### config.mk
export PLATFORM = sky130hd
export DESIGN_NAME = tt_fpga_harness
export DESIGN_NICKNAME = d
export VERILOG_FILES = /design/src/rtl/harness_pkg.sv /design/src/rtl/sync_ff.sv /design/src/rtl/tt_fpga_harness.sv
export SDC_FILE = /design/constraint.sdc
export NUM_CORES = 1
export LEC_CHECK = 0
export BUFFER_PORTS_ARGS = -buffer_cell sky130_fd_sc_hd__buf_2
export CAP_MARGIN = 10
export CORE_AREA = 10 10 87 104
export CTS_CLUSTER_SIZE = 8
export DETAILED_ROUTE_END_ITERATION = 7
export DIE_AREA = 0 0 97 114
export MAX_ROUTING_LAYER = met4
export PLACE_DENSITY = 0.65
export SYNTH_ARGS = -nofsm -noshare
export SYNTH_HDL_FRONTEND = slang
export SYNTH_HIERARCHICAL = 1
export SYNTH_SLANG_ARGS = --single-unit
### constraint.sdc
create_clock -name clk -period 2.3 [get_ports clk]
set_clock_uncertainty 0.2 [all_clocks]
set_input_delay 0.46 -clock clk [delete_from_list [all_inputs] [get_ports clk]]
set_output_delay 0.46 -clock clk [all_outputs]
set_load 0.05 [all_outputs]
### src/rtl/harness_pkg.sv
// harness_pkg: shared sequencer state encoding, lock synchroniser depth and counter sizing helper.
package harness_pkg;
  typedef enum logic [1:0] {
    ST_RESET     = 2'd0,
    ST_WAIT_LOCK = 2'd1,
    ST_HOLD      = 2'd2,
    ST_RUN       = 2'd3
  } harness_state_t;
  localparam int LOCK_SYNC_STAGES = 2;
  // $clog2 of a count, never narrower than one bit
  function automatic int cnt_width(input int n);
    return (n > 1) ? $clog2(n) : 1;
  endfunction
endpackage

### src/rtl/sync_ff.sv
// sync_ff: multi-stage flop synchroniser with asynchronous active-low clear.
// Ports: clk, rst_n (async clear), d_i (asynchronous input), q_o (output after STAGES flops).
module sync_ff #(
  parameter int WIDTH  = 1,
  parameter int STAGES = 2
) (
  input  logic             clk,
  input  logic             rst_n,
  input  logic [WIDTH-1:0] d_i,
  output logic [WIDTH-1:0] q_o
);
  logic [WIDTH-1:0] stage_q [STAGES];
  always_ff @(posedge clk or negedge rst_n) begin
    if (!rst_n) begin
      for (int s = 0; s < STAGES; s++) stage_q[s] <= '0;
    end else begin
      stage_q[0] <= d_i;
      for (int s = 1; s < STAGES; s++) stage_q[s] <= stage_q[s-1];
    end
  end
  assign q_o = stage_q[STAGES-1];
endmodule

### src/rtl/tt_fpga_harness.sv
// tt_fpga_harness: board-side reset sequencer and pin conditioning for a Tiny Tapeout core.
// Ports: clk/rst_n harness clock and async reset; pll_locked raw lock; pin_ui -> ui_in synchronised
// inputs; core_rst_n/core_ena core control; core_uio_out/oe -> pad_uio_out/oe registered pad
// drive (zero outside RUN); pad_uio_in -> core_uio_in synchronised pad input; state sequencer
// state; heartbeat status LED. Optional macro HARNESS_HEARTBEAT_EN adds a divided LED blink.
module tt_fpga_harness
  import harness_pkg::*;
#(
  parameter int UI_WIDTH    = 8,
  parameter int UIO_WIDTH   = 8,
  parameter int SYNC_STAGES = 2,
  parameter int LOCK_FILTER = 16,
  parameter int RESET_HOLD  = 1024,
  parameter int HB_BITS     = 24
) (
  input  logic                 clk,
  input  logic                 rst_n,
  input  logic                 pll_locked,
  input  logic [UI_WIDTH-1:0]  pin_ui,
  output logic [UI_WIDTH-1:0]  ui_in,
  output logic                 core_rst_n,
  output logic                 core_ena,
  input  logic [UIO_WIDTH-1:0] core_uio_out,
  input  logic [UIO_WIDTH-1:0] core_uio_oe,
  output logic [UIO_WIDTH-1:0] core_uio_in,
  input  logic [UIO_WIDTH-1:0] pad_uio_in,
  output logic [UIO_WIDTH-1:0] pad_uio_out,
  output logic [UIO_WIDTH-1:0] pad_uio_oe,
  output logic [1:0]           state,
  output logic                 heartbeat
);
  localparam int FW = cnt_width(LOCK_FILTER);
  localparam int HW = cnt_width(RESET_HOLD);
  localparam logic [FW-1:0] FILT_LAST = FW'(LOCK_FILTER - 1);
  localparam logic [HW-1:0] HOLD_LAST = HW'(RESET_HOLD - 1);
  harness_state_t state_q, state_d;
  logic [FW-1:0] filt_q, filt_d;
  logic [HW-1:0] hold_q, hold_d;
  logic run_q, run_d, lock_s;
  logic [UIO_WIDTH-1:0] pad_out_q, pad_oe_q;
  sync_ff #(.WIDTH(1), .STAGES(LOCK_SYNC_STAGES)) u_lock_sync (
    .clk(clk), .rst_n(rst_n), .d_i(pll_locked), .q_o(lock_s)
  );
  sync_ff #(.WIDTH(UI_WIDTH), .STAGES(SYNC_STAGES)) u_ui_sync (
    .clk(clk), .rst_n(rst_n), .d_i(pin_ui), .q_o(ui_in)
  );
  sync_ff #(.WIDTH(UIO_WIDTH), .STAGES(SYNC_STAGES)) u_uio_sync (
    .clk(clk), .rst_n(rst_n), .d_i(pad_uio_in), .q_o(core_uio_in)
  );
  always_comb begin
    state_d = state_q;
    filt_d  = filt_q;
    hold_d  = hold_q;
    case (state_q)
      ST_RESET: state_d = ST_WAIT_LOCK;
      ST_WAIT_LOCK: begin
        if (!lock_s) begin
          filt_d = '0;
        end else if (filt_q == FILT_LAST) begin
          state_d = ST_HOLD;
          filt_d  = '0;
          hold_d  = '0;
        end else begin
          filt_d = filt_q + 1'b1;
        end
      end
      ST_HOLD: begin
        if (!lock_s) begin
          state_d = ST_WAIT_LOCK;
          filt_d  = '0;
          hold_d  = '0;
        end else if (hold_q == HOLD_LAST) begin
          state_d = ST_RUN;
          hold_d  = '0;
        end else begin
          hold_d = hold_q + 1'b1;
        end
      end
      ST_RUN: begin
        if (!lock_s) begin
          state_d = ST_WAIT_LOCK;
          filt_d  = '0;
          hold_d  = '0;
        end
      end
      default: state_d = ST_RESET;
    endcase
  end
  // Core controls and pad drive follow the next state so they change on the very edge the
  // sequencer enters or leaves RUN, releasing the pads without an extra cycle of drive.
  assign run_d = (state_d == ST_RUN);
  always_ff @(posedge clk or negedge rst_n) begin
    if (!rst_n) begin
      state_q   <= ST_RESET;
      filt_q    <= '0;
      hold_q    <= '0;
      run_q     <= 1'b0;
      pad_out_q <= '0;
      pad_oe_q  <= '0;
    end else begin
      state_q   <= state_d;
      filt_q    <= filt_d;
      hold_q    <= hold_d;
      run_q     <= run_d;
      pad_out_q <= run_d ? core_uio_out : '0;
      pad_oe_q  <= run_d ? core_uio_oe : '0;
    end
  end
  assign state       = state_q;
  assign core_rst_n  = run_q;
  assign core_ena    = run_q;
  assign pad_uio_out = pad_out_q;
  assign pad_uio_oe  = pad_oe_q;
`ifdef HARNESS_HEARTBEAT_EN
  logic [HB_BITS-1:0] hb_q, hb_d;
  assign hb_d = (state_q == ST_RUN) ? hb_q + 1'b1 : '0;
  always_ff @(posedge clk or negedge rst_n) begin
    if (!rst_n) hb_q <= '0;
    else hb_q <= hb_d;
  end
  // Blink while running; solid on while waiting for a lock that is absent.
  assign heartbeat = (state_q == ST_RUN) ? hb_q[HB_BITS-1] : (state_q == ST_WAIT_LOCK) & ~lock_s;
`else
  assign heartbeat = run_q & (HB_BITS > 0);
`endif
endmodule
==> results_dict.tcl, run 1 <==
set metrics [dict create \
    grt_pass1_vias 1543 \
    grt_max_degree 44 \
    ys_types 34 \
    clkTransAtPathRegs_ns 0.08 \
    power.leakage_nw 1.54 \
    required_ns 1.64 \
    nFillCells 673 \
    cts_setup_buffers 0 \
    via_per_inst 4.37 \
    fin_crit_ns 1.94 \
    diodes 0 \
    crit_chain "buf_2" \
    ant_nets 0 \
    htree_levels 3 \
    syn_area_per_cell_um2 13.4 \
    die_w_um 97 \
    crit_arrival_ns 1.28 \
    async_flop_share_pct 100 \
    antenna_found_initial 0 \
    fin_crit_sh_pct 84.6 \
    fmax_mhz 514 \
    worstPathMaxFanout 15 \
    drt_first_pass_iters 4 \
    relSlewSlack_pct 63.6 \
    synth_edf_count 0 \
    rsz0062_at_grt "no" \
    synth_fp_nets 219 \
    synth_cells 182 \
    grt_overflow 0 \
    end_kind "output port" \
    tns_ns 0 \
    cts_buffer_depth 2 \
    peakVddDrop_uv 414 \
    syn_area_um2 2440 \
    cts_resized 0 \
    worstSkewPairLatency_ns 0.34 \
    finalHoldViolCount 0 \
    routed_wl_um 4740 \
    drc 0 \
    hpwl_um 3490 \
    ys_warn_count 6 \
    yosys-top-cells-count "dfrtp_1 (67), buf_4 (18), and2_1 (16), a21oi_1 (10), nand3_1 (9)" \
    fp.coreArea_um2 7100 \
    synth_largest_area_cell "dfrtp_1" \
    critPathTopFamily "flip-flops" \
    drv_slew 0 \
    max_stage_delay_ns 0.60 \
    final_layout_size_suffix_gt1_share_pct 38.2 \
    setup_viol 0 \
    port_buffers 71 \
    cp_slowest_cell "dfrtp_1" \
    dp_cells 323 \
    worstMarginPinSlew_ns 0.547 \
    die_area_um2 11100 \
    hp-class "input port to flop" \
    wl_per_cell_um 13.8 \
    instances_no_fill 344 \
    outcome "finished, final reports clean" \
    syn_to_final_growth_pct 23.8 \
    fin_nets 286 \
    powerDensity_nw_per_um2 768 \
    max_cap_violations 0 \
    seq_area_frac_synth_pct 68.6 \
    synthFlopType "dfrtp_1" \
    path_class "flop to output port" \
    drt_iter0_markers 27 \
    dieHeight_um 114 \
    cts_buffers 9 \
    vias 1504 \
    cts_root_buffer "clkbuf_8" \
    start_kind "flop" \
    synth.ff_latch_count 67 \
    gr-usage-all-layers_pct 9.12 \
    clkSinkCount 67 \
    netlist_top_cells_area "dfrtp_1 (69%), buf_4 (5.5%), and2_1 (4.1%), a21oi_1 (2.0%), nand3_1 (1.8%)" \
    gp_congestion 0.769 \
    fp-row-count 34 \
    grt_pass1_wl_um 7790 \
    cts_tree "yes" \
    crit_buf_inv 1 \
    synth_most_common_cell "dfrtp_1" \
    design.portCount 72 \
    synth_top_area_share_pct 68.6 \
    floorplan.initialDensity_pct 34.4 \
]
==> final timing paths <==
path | slack (ns) | to | depth (start not counted) | start
setup / recovery | 0.36 | state[1] | 1 | state[1]$_DFF_PN0_
max in group asynchronous | 0.86 | pad_uio_oe[0]$_DFF_PN0_ | 3 | rst_n
hold / removal | 0.03 | u_ui_sync/stage_q[9]$_DFF_PN0_ | 1 | pin_ui[1]
hold reg to reg | 0.15 | u_uio_sync/q_o[7]$_DFF_PN0_ | 0 | u_uio_sync/stage_q[15]$_DFF_PN0_
min in group asynchronous | 0.43 | u_ui_sync/stage_q[9]$_DFF_PN0_ | 2 | rst_n
setup reg to reg | 0.37 | hold_q[5]$_DFFE_PN0P_ | 5 | hold_q[0]$_DFFE_PN0P_
==> metrics by stage <==
stage	cell area [um^2]	setup WS [ns]	power, mW	hold slack (ns)	utilization (%)
3_5_place_dp	2770	0.365	1.38	0.136	39.0
6_report	3020	0.355	2.32	0.0263	42.6
5_1_grt	3020	0.236	2.42	0.00399	42.6
2_1_floorplan	2440	0.406	1.33	-0.0356	-
4_1_cts	2980	0.333	2.35	0.00407	42.0
3_3_place_gp	2770	0.404	1.38	0.132	39.0
==> sequential cells by signal, summed over array words and instances (netlist names), 2 cells and up <==
name                flops
filt_q                  4
hold_q                 10
pad_uio_oe              8
pad_uio_out             8
state                   2
u_ui_sync/q_o           8
u_ui_sync/stage_q       8
u_uio_sync/q_o          8
u_uio_sync/stage_q      8
==> per-layer routing <==
layer  up-vias  GRT usage [%]  part of all wire (%)
met5         -              -                     0
li1        737              -                     -
met3         8           4.17                   6.7
met4         0           4.43                   1.8
met2        44           13.8                    49
met1       715           10.0                    43
==> report_power, final <==
group          leakage (nW)  total [mW]  internal [mW]  switching (mW)
registers             0.850        1.23           1.21          0.0143
logic                 0.588       0.137         0.0443          0.0929
clock network         0.102       0.959          0.529           0.429
==> placed cells by master, fill, tap and decap left out, drive strengths merged, types with 5 or more instances in the layout <==
master / synthesis / layout
a21oi: 11 / 11
dfrtp: 67 / 67
dlygate4sd3: 0 / 5
nand3: 9 / 9
o21ai: 8 / 8
nor3: 5 / 5
and3: 6 / 6
clkbuf: 0 / 10
buf: 22 / 73
nand2: 7 / 7
and2: 16 / 16
==> area by class of cell <==
| cell class | count | area (um^2) | share of cell area (%) |
|---|---|---|---|
| flip-flops and latches | 67 | 1680 | 55.5 |
| multi-input cells | 89 | 583 | 19.3 |
| inverters | 4 | 15.0 | 0.497 |
| well taps | 90 | 113 | 3.73 |
| clock inverters | 6 | 65.1 | 2.15 |
| repair buffers | 78 | 433 | 14.3 |
| clock buffers | 10 | 138 | 4.55 |
==> repair_timing <==
item / CTS / global route
hold buffers: 1 / 4
endpoints found under the hold margin: 24 / 4
endpoints found under the setup margin: 0 / 0
==> cells by family (layout without fill, tap and decap cells) <==
group / after synthesis / after routing / share of synthesized area (%)
DFF: 67 / 67 / 68.6
and+or+nand+nor: 55 / 55 / 12.9
AOI/OAI and AO/OA: 29 / 29 / 8.76
buffers and inverters: 26 / 98 / 7.48
adders and majority gates: 2 / 2 / 1.02
muxes: 2 / 2 / 0.871
xor gates and xnor gates: 1 / 1 / 0.359
Power figures use the tool's default switching activity.
==> run 2, diff against run 1 <==
--- a/config.mk
+++ b/config.mk
@@ -12,7 +12,7 @@
 export DETAILED_ROUTE_END_ITERATION = 7
 export DIE_AREA = 0 0 97 114
 export MAX_ROUTING_LAYER = met4
-export PLACE_DENSITY = 0.65
+export PLACE_DENSITY = 0.67
 export SYNTH_ARGS = -nofsm -noshare
 export SYNTH_HDL_FRONTEND = slang
 export SYNTH_HIERARCHICAL = 1
==> constraint.sdc (replaced) <==
create_clock -name clk -period 1.7 [get_ports clk]
set_clock_uncertainty 0.2 [all_clocks]
set_input_delay 0.34 -clock clk [delete_from_list [all_inputs] [get_ports clk]]
set_output_delay 0.34 -clock clk [all_outputs]
set_load 0.05 [all_outputs]
==> results_dict.tcl, run 2 (same netlist as run 1, synthesis figures left out) <==
set metrics [dict create \
    fin_util_pct 48.1 \
    required_ns 1.71 \
    rsz0062_at_grt "yes" \
    cts_root_buffer "clkbuf_8" \
    die_w_um 97 \
    final_cell_mix "buf_2 (71), dfrtp_1 (65), dlygate4sd3_1 (26)" \
    cts_buffers 9 \
    worstMarginPinSlew_ns 0.342 \
    finalHoldViolCount 0 \
    top_register "hold_q" \
    peakVddDrop_uv 481 \
    grt_busiest_layer "met2" \
    instances_no_fill 389 \
    fmax_mhz 593 \
    gp_congestion 0.771 \
    worstSkewPairLatency_ns 0.32 \
    htree_levels 3 \
    fin_nets 330 \
    endpoint "hold_q[0]$_DFFE_PN0P_" \
    largest_reg_flops 10 \
    fp.coreArea_um2 7100 \
    power.leakage_nw 1.72 \
    die_area_um2 11100 \
    design.portCount 72 \
    crit_start "hold_q[0]$_DFFE_PN0P_" \
    start_kind "flop" \
    ant_nets 0 \
    drt_first_pass_iters 4 \
    pre_cts_slack_ns -0.0491 \
    hp-start "core_uio_out[2]" \
    wl_per_cell_um 13.8 \
    routed_wl_um 5380 \
    fin_crit_sh_pct 99.1 \
    crit_arrival_ns 1.70 \
    worstPathMaxFanout 7 \
    layout_commonest_cell "buf_2" \
    via_per_inst 4.43 \
    hpwl_um 3660 \
    cp_slowest_cell "dfrtp_1" \
    cts_tree "yes" \
    fin_crit_ns 1.69 \
    r2r-end "hold_q[0]$_DFFE_PN0P_" \
    dp_cells 339 \
    r2r_slack_ns 0.01 \
    gr-usage-all-layers_pct 9.97 \
    grt_use_met1_pct 10.2 \
    relSlewSlack_pct 77.2 \
    setup_viol 0 \
    regToRegStartpoint "hold_q[0]$_DFFE_PN0P_" \
    finalInstanceArea_um2 3420 \
    hp-class "input port to flop" \
    powerDensity_nw_per_um2 885 \
    crit_chain "ha_2, and3_4, a41oi_4, buf_4, mux2_2" \
    clkSinkCount 67 \
    path_class "flop to flop" \
    max_cap_violations 0 \
    floorplan.initialDensity_pct 34.4 \
    port_buffers 71 \
    drc 0 \
    clkTransAtPathRegs_ns 0.07 \
    end_kind "flop" \
    cts_buffer_depth 2 \
    fp-row-count 34 \
    outcome "finished, final reports clean" \
    worstRegToRegCells 5 \
    max_stage_delay_ns 0.36 \
    grt_pass1_vias 1756 \
    grt_overflow 0 \
    use_met3_pct 4.48 \
    tns_ns 0 \
    grtUsageMet2_pct 16.7 \
    place_area_um2 2910 \
    drv_slew 0 \
    syn_to_final_growth_pct 39.9 \
    vias 1725 \
    drt_iter0_markers 39 \
    final_layout_size_suffix_gt1_share_pct 41.6 \
    setup_ws_ns 0.0147 \
    grt_max_degree 68 \
    dieHeight_um 114 \
    grt_pass1_wl_um 8670 \
    antenna_found_initial 1 \
]
==> run 2: what timing repair did <==
item	CTS	global route
buffers inserted	2	4
cloned	0	1
resized for setup	2	5
hold endpoints to repair	90	2
endpoints found under the setup margin	6	23
pin swaps	2	3
hold buffers	24	2
==> run 2: metrics by stage <==
stage	total power [mW]	hold WS, ns
after floorplan	1.80	-0.156
after global placement	1.88	0.131
after detailed placement	1.88	0.135
after CTS	3.08	0.00209
after global routing	3.18	0.00205
final	3.02	0.0221
==> run 2: critical path: cells and delay by family, from the launching register on <==
| family | cells | cell delay [ns] |
|---|---|---|
| AO/OA/AOI/OAI | 1 | 0.17 |
| adder cells (fa/ha/maj) | 1 | 0.19 |
| buffers and inverters | 1 | 0.18 |
| flip-flops | 1 | 0.36 |
| multiplexers | 1 | 0.25 |
| AND/OR/NAND/NOR | 1 | 0.22 |
==> run 2: area by class of cell <==
| type | instances | area (um^2) |
|---|---|---|
| fill | 644 | 3690 |
| clock inverter | 3 | 23.8 |
| multi-input combinational | 89 | 599 |
| tap | 90 | 113 |
| antenna | 1 | 2.50 |
| clock buffer | 13 | 149 |
| timing repair buffer | 122 | 836 |
| inverter | 4 | 15.0 |
| sequential | 67 | 1680 |
==> run 2: worst min-delay path by stage <==
stage | end | slack (ns) | depth (start not counted)
global placement | u_uio_sync/q_o[2]$_DFF_PN0_ | 0.13 | 0
CTS | pad_uio_oe[6]$_DFF_PN0_ | 0.002 | 2
finish | pad_uio_out[2]$_DFF_PN0_ | 0.02 | 2
global route | pad_uio_out[4]$_DFF_PN0_ | 0.002 | 2
floorplan | core_ena$_DFF_PN0_ | -0.16 | 0
detailed placement | u_uio_sync/q_o[4]$_DFF_PN0_ | 0.13 | 0
==> run 2: per-layer routing <==
layer	up-vias	share of wire, %
met5	-	0
met4	0	1.6
met3	8	5.6
met2	44	53
met1	848	40
li1	825	-
==> run 2: power by group <==
part / internal (mW) / switching [mW] / leakage (nW) / total [mW]
Clock: 0.573 / 0.556 / 0.0799 / 1.13
Sequential: 1.64 / 0.0149 / 0.848 / 1.65
Combinational: 0.0988 / 0.141 / 0.790 / 0.239
==> run 3, diff against run 2 <==
--- a/config.mk
+++ b/config.mk
@@ -11,8 +11,10 @@
 export CTS_CLUSTER_SIZE = 8
 export DETAILED_ROUTE_END_ITERATION = 7
 export DIE_AREA = 0 0 97 114
+export HOLD_SLACK_MARGIN = 0.1
 export MAX_ROUTING_LAYER = met4
 export PLACE_DENSITY = 0.67
+export SKIP_LAST_GASP = 1
 export SYNTH_ARGS = -nofsm -noshare
 export SYNTH_HDL_FRONTEND = slang
 export SYNTH_HIERARCHICAL = 1
==> results_dict.tcl, run 3 (same netlist as run 1, synthesis figures left out) <==
set metrics [dict create \
    grt_max_degree 68 \
    final_cell_mix "buf_2 (71), dfrtp_1 (65), dlygate4sd3_1 (34)" \
    drt_first_pass_iters 4 \
    largest_reg_flops 10 \
    worstMarginPinSlew_ns 0.344 \
    hp-class "flop to flop" \
    finalHoldViolCount 0 \
    clkTransAtPathRegs_ns 0.07 \
    wl_per_cell_um 13.9 \
    grt_pass1_vias 1816 \
    syn_to_final_growth_pct 43.5 \
    path_class "flop to flop" \
    final_layout_size_suffix_gt1_share_pct 40.7 \
    tns_ns 0 \
    ant_nets 0 \
    r2r-end "hold_q[0]$_DFFE_PN0P_" \
    worstSkewPairLatency_ns 0.32 \
    hpwl_um 3660 \
    drv_slew 0 \
    cts_buffer_depth 2 \
    fp-row-count 34 \
    fin_crit_sh_pct 99.1 \
    regToRegStartpoint "hold_q[0]$_DFFE_PN0P_" \
    top_register "hold_q" \
    place_area_um2 2910 \
    port_buffers 71 \
    htree_levels 3 \
    layout_commonest_cell "buf_2" \
    setup_ws_ns 0.0153 \
    clock_power_share_pct 37.1 \
    via_per_inst 4.38 \
    required_ns 1.71 \
    switching_share_pct 23.5 \
    grt_overflow 0 \
    power.switching_mw 0.713 \
    start_kind "flop" \
    seqPwrFrac_pct 54.5 \
    vias 1743 \
    design.portCount 72 \
    holdPathEnd "u_uio_sync/q_o[0]$_DFF_PN0_" \
    instances_no_fill 398 \
    antenna_found_initial 1 \
    powerDensity_nw_per_um2 866 \
    max_cap_violations 0 \
    cts_buffers 9 \
    hold_path_depth 0 \
    fmax_mhz 594 \
    end_kind "flop" \
    fin_nets 339 \
    nFillCells 630 \
    multi_input_area_um2 599 \
    combPwrFrac_pct 8.4 \
    fin_crit_ns 1.68 \
    p_int_mw 2.32 \
    dp_cells 339 \
    fin_util_pct 49.3 \
    power.leakage_nw 1.76 \
    finalInstanceArea_um2 3500 \
    relSlewSlack_pct 77.0 \
    clkSinkCount 67 \
    r2r_slack_ns 0.02 \
    floorplan.initialDensity_pct 34.4 \
    drc 0 \
    drt_iter0_markers 35 \
    crit_arrival_ns 1.69 \
    worstRegToRegCells 5 \
    dieHeight_um 114 \
    cts_tree "yes" \
    pre_cts_slack_ns -0.0491 \
    worst_hold_slack_ns 0.144 \
    gr-usage-all-layers_pct 10.3 \
    hp-start "u_uio_sync/stage_q[8]$_DFF_PN0_" \
    die_area_um2 11100 \
    gp_congestion 0.771 \
    seq_area_um2 1680 \
    die_w_um 97 \
    worstPathMaxFanout 7 \
    rsz0062_at_grt "yes" \
    total_power_mw 3.04 \
    outcome "finished, final reports clean" \
    grt_pass1_wl_um 8940 \
    setup_viol 0 \
    fp.coreArea_um2 7100 \
    routed_wl_um 5540 \
    peakVddDrop_uv 476 \
    cts_root_buffer "clkbuf_8" \
]
run 3: repair_timing:
item                                    4_1_cts  5_1_grt
pin swaps                                     2        3
hold buffers                                 34        0
hold endpoints to repair                    100        0
setup buffers                                 2        5
endpoints found under the setup margin        6       24
gates cloned                                  0        1
gates resized for setup                       1        6
run 3: worst max-delay path by stage:
stage,from,endpoint,slack (ns),depth (start not counted)
finish,hold_q[0]$_DFFE_PN0P_,hold_q[0]$_DFFE_PN0P_,0.02,5
global route,hold_q[0]$_DFFE_PN0P_,hold_q[5]$_DFFE_PN0P_,-0.03,5
CTS,state[1]$_DFF_PN0_,state[1],-0.01,2
detailed placement,hold_q[0]$_DFFE_PN0P_,hold_q[5]$_DFFE_PN0P_,-0.05,5
global placement,hold_q[0]$_DFFE_PN0P_,hold_q[5]$_DFFE_PN0P_,-0.005,5
floorplan,state[0]$_DFF_PN0_,hold_q[5]$_DFFE_PN0P_,-0.04,4
run 3: per-layer routing:
layer	part of all wire [%]	global-route usage, %	routed length (um)
met1	38	10.2	2120
met2	55	17.6	3020
met3	5.6	4.60	309
met4	1.5	3.45	85
met5	0	-	0
run 3: power by group through the flow:
stage	combinational [mW]	clock, mW	sequential, mW
floorplan	0.117	0	1.68
global placement	0.192	0	1.68
detailed placement	0.194	0	1.69
CTS	0.257	1.19	1.65
global route	0.276	1.26	1.66
finish	0.254	1.13	1.65
run 3: critical path, stage by stage (launching register included):
cell and delay (ns):
dfrtp_1 0.36, ha_2 0.19, and3_4 0.22, a41oi_4 0.17, buf_4 0.18, mux2_2 0.25
run 3: layout make-up:
type	instances	share of cell area, %
Sequential cell	67	47.9
Inverter	4	0.428
Clock inverter	3	0.678
Antenna cell	1	0.0714
Timing Repair Buffer	131	26.3
Multi-Input combinational cell	89	17.1
Clock buffer	13	4.25
Tap cell	90	3.21
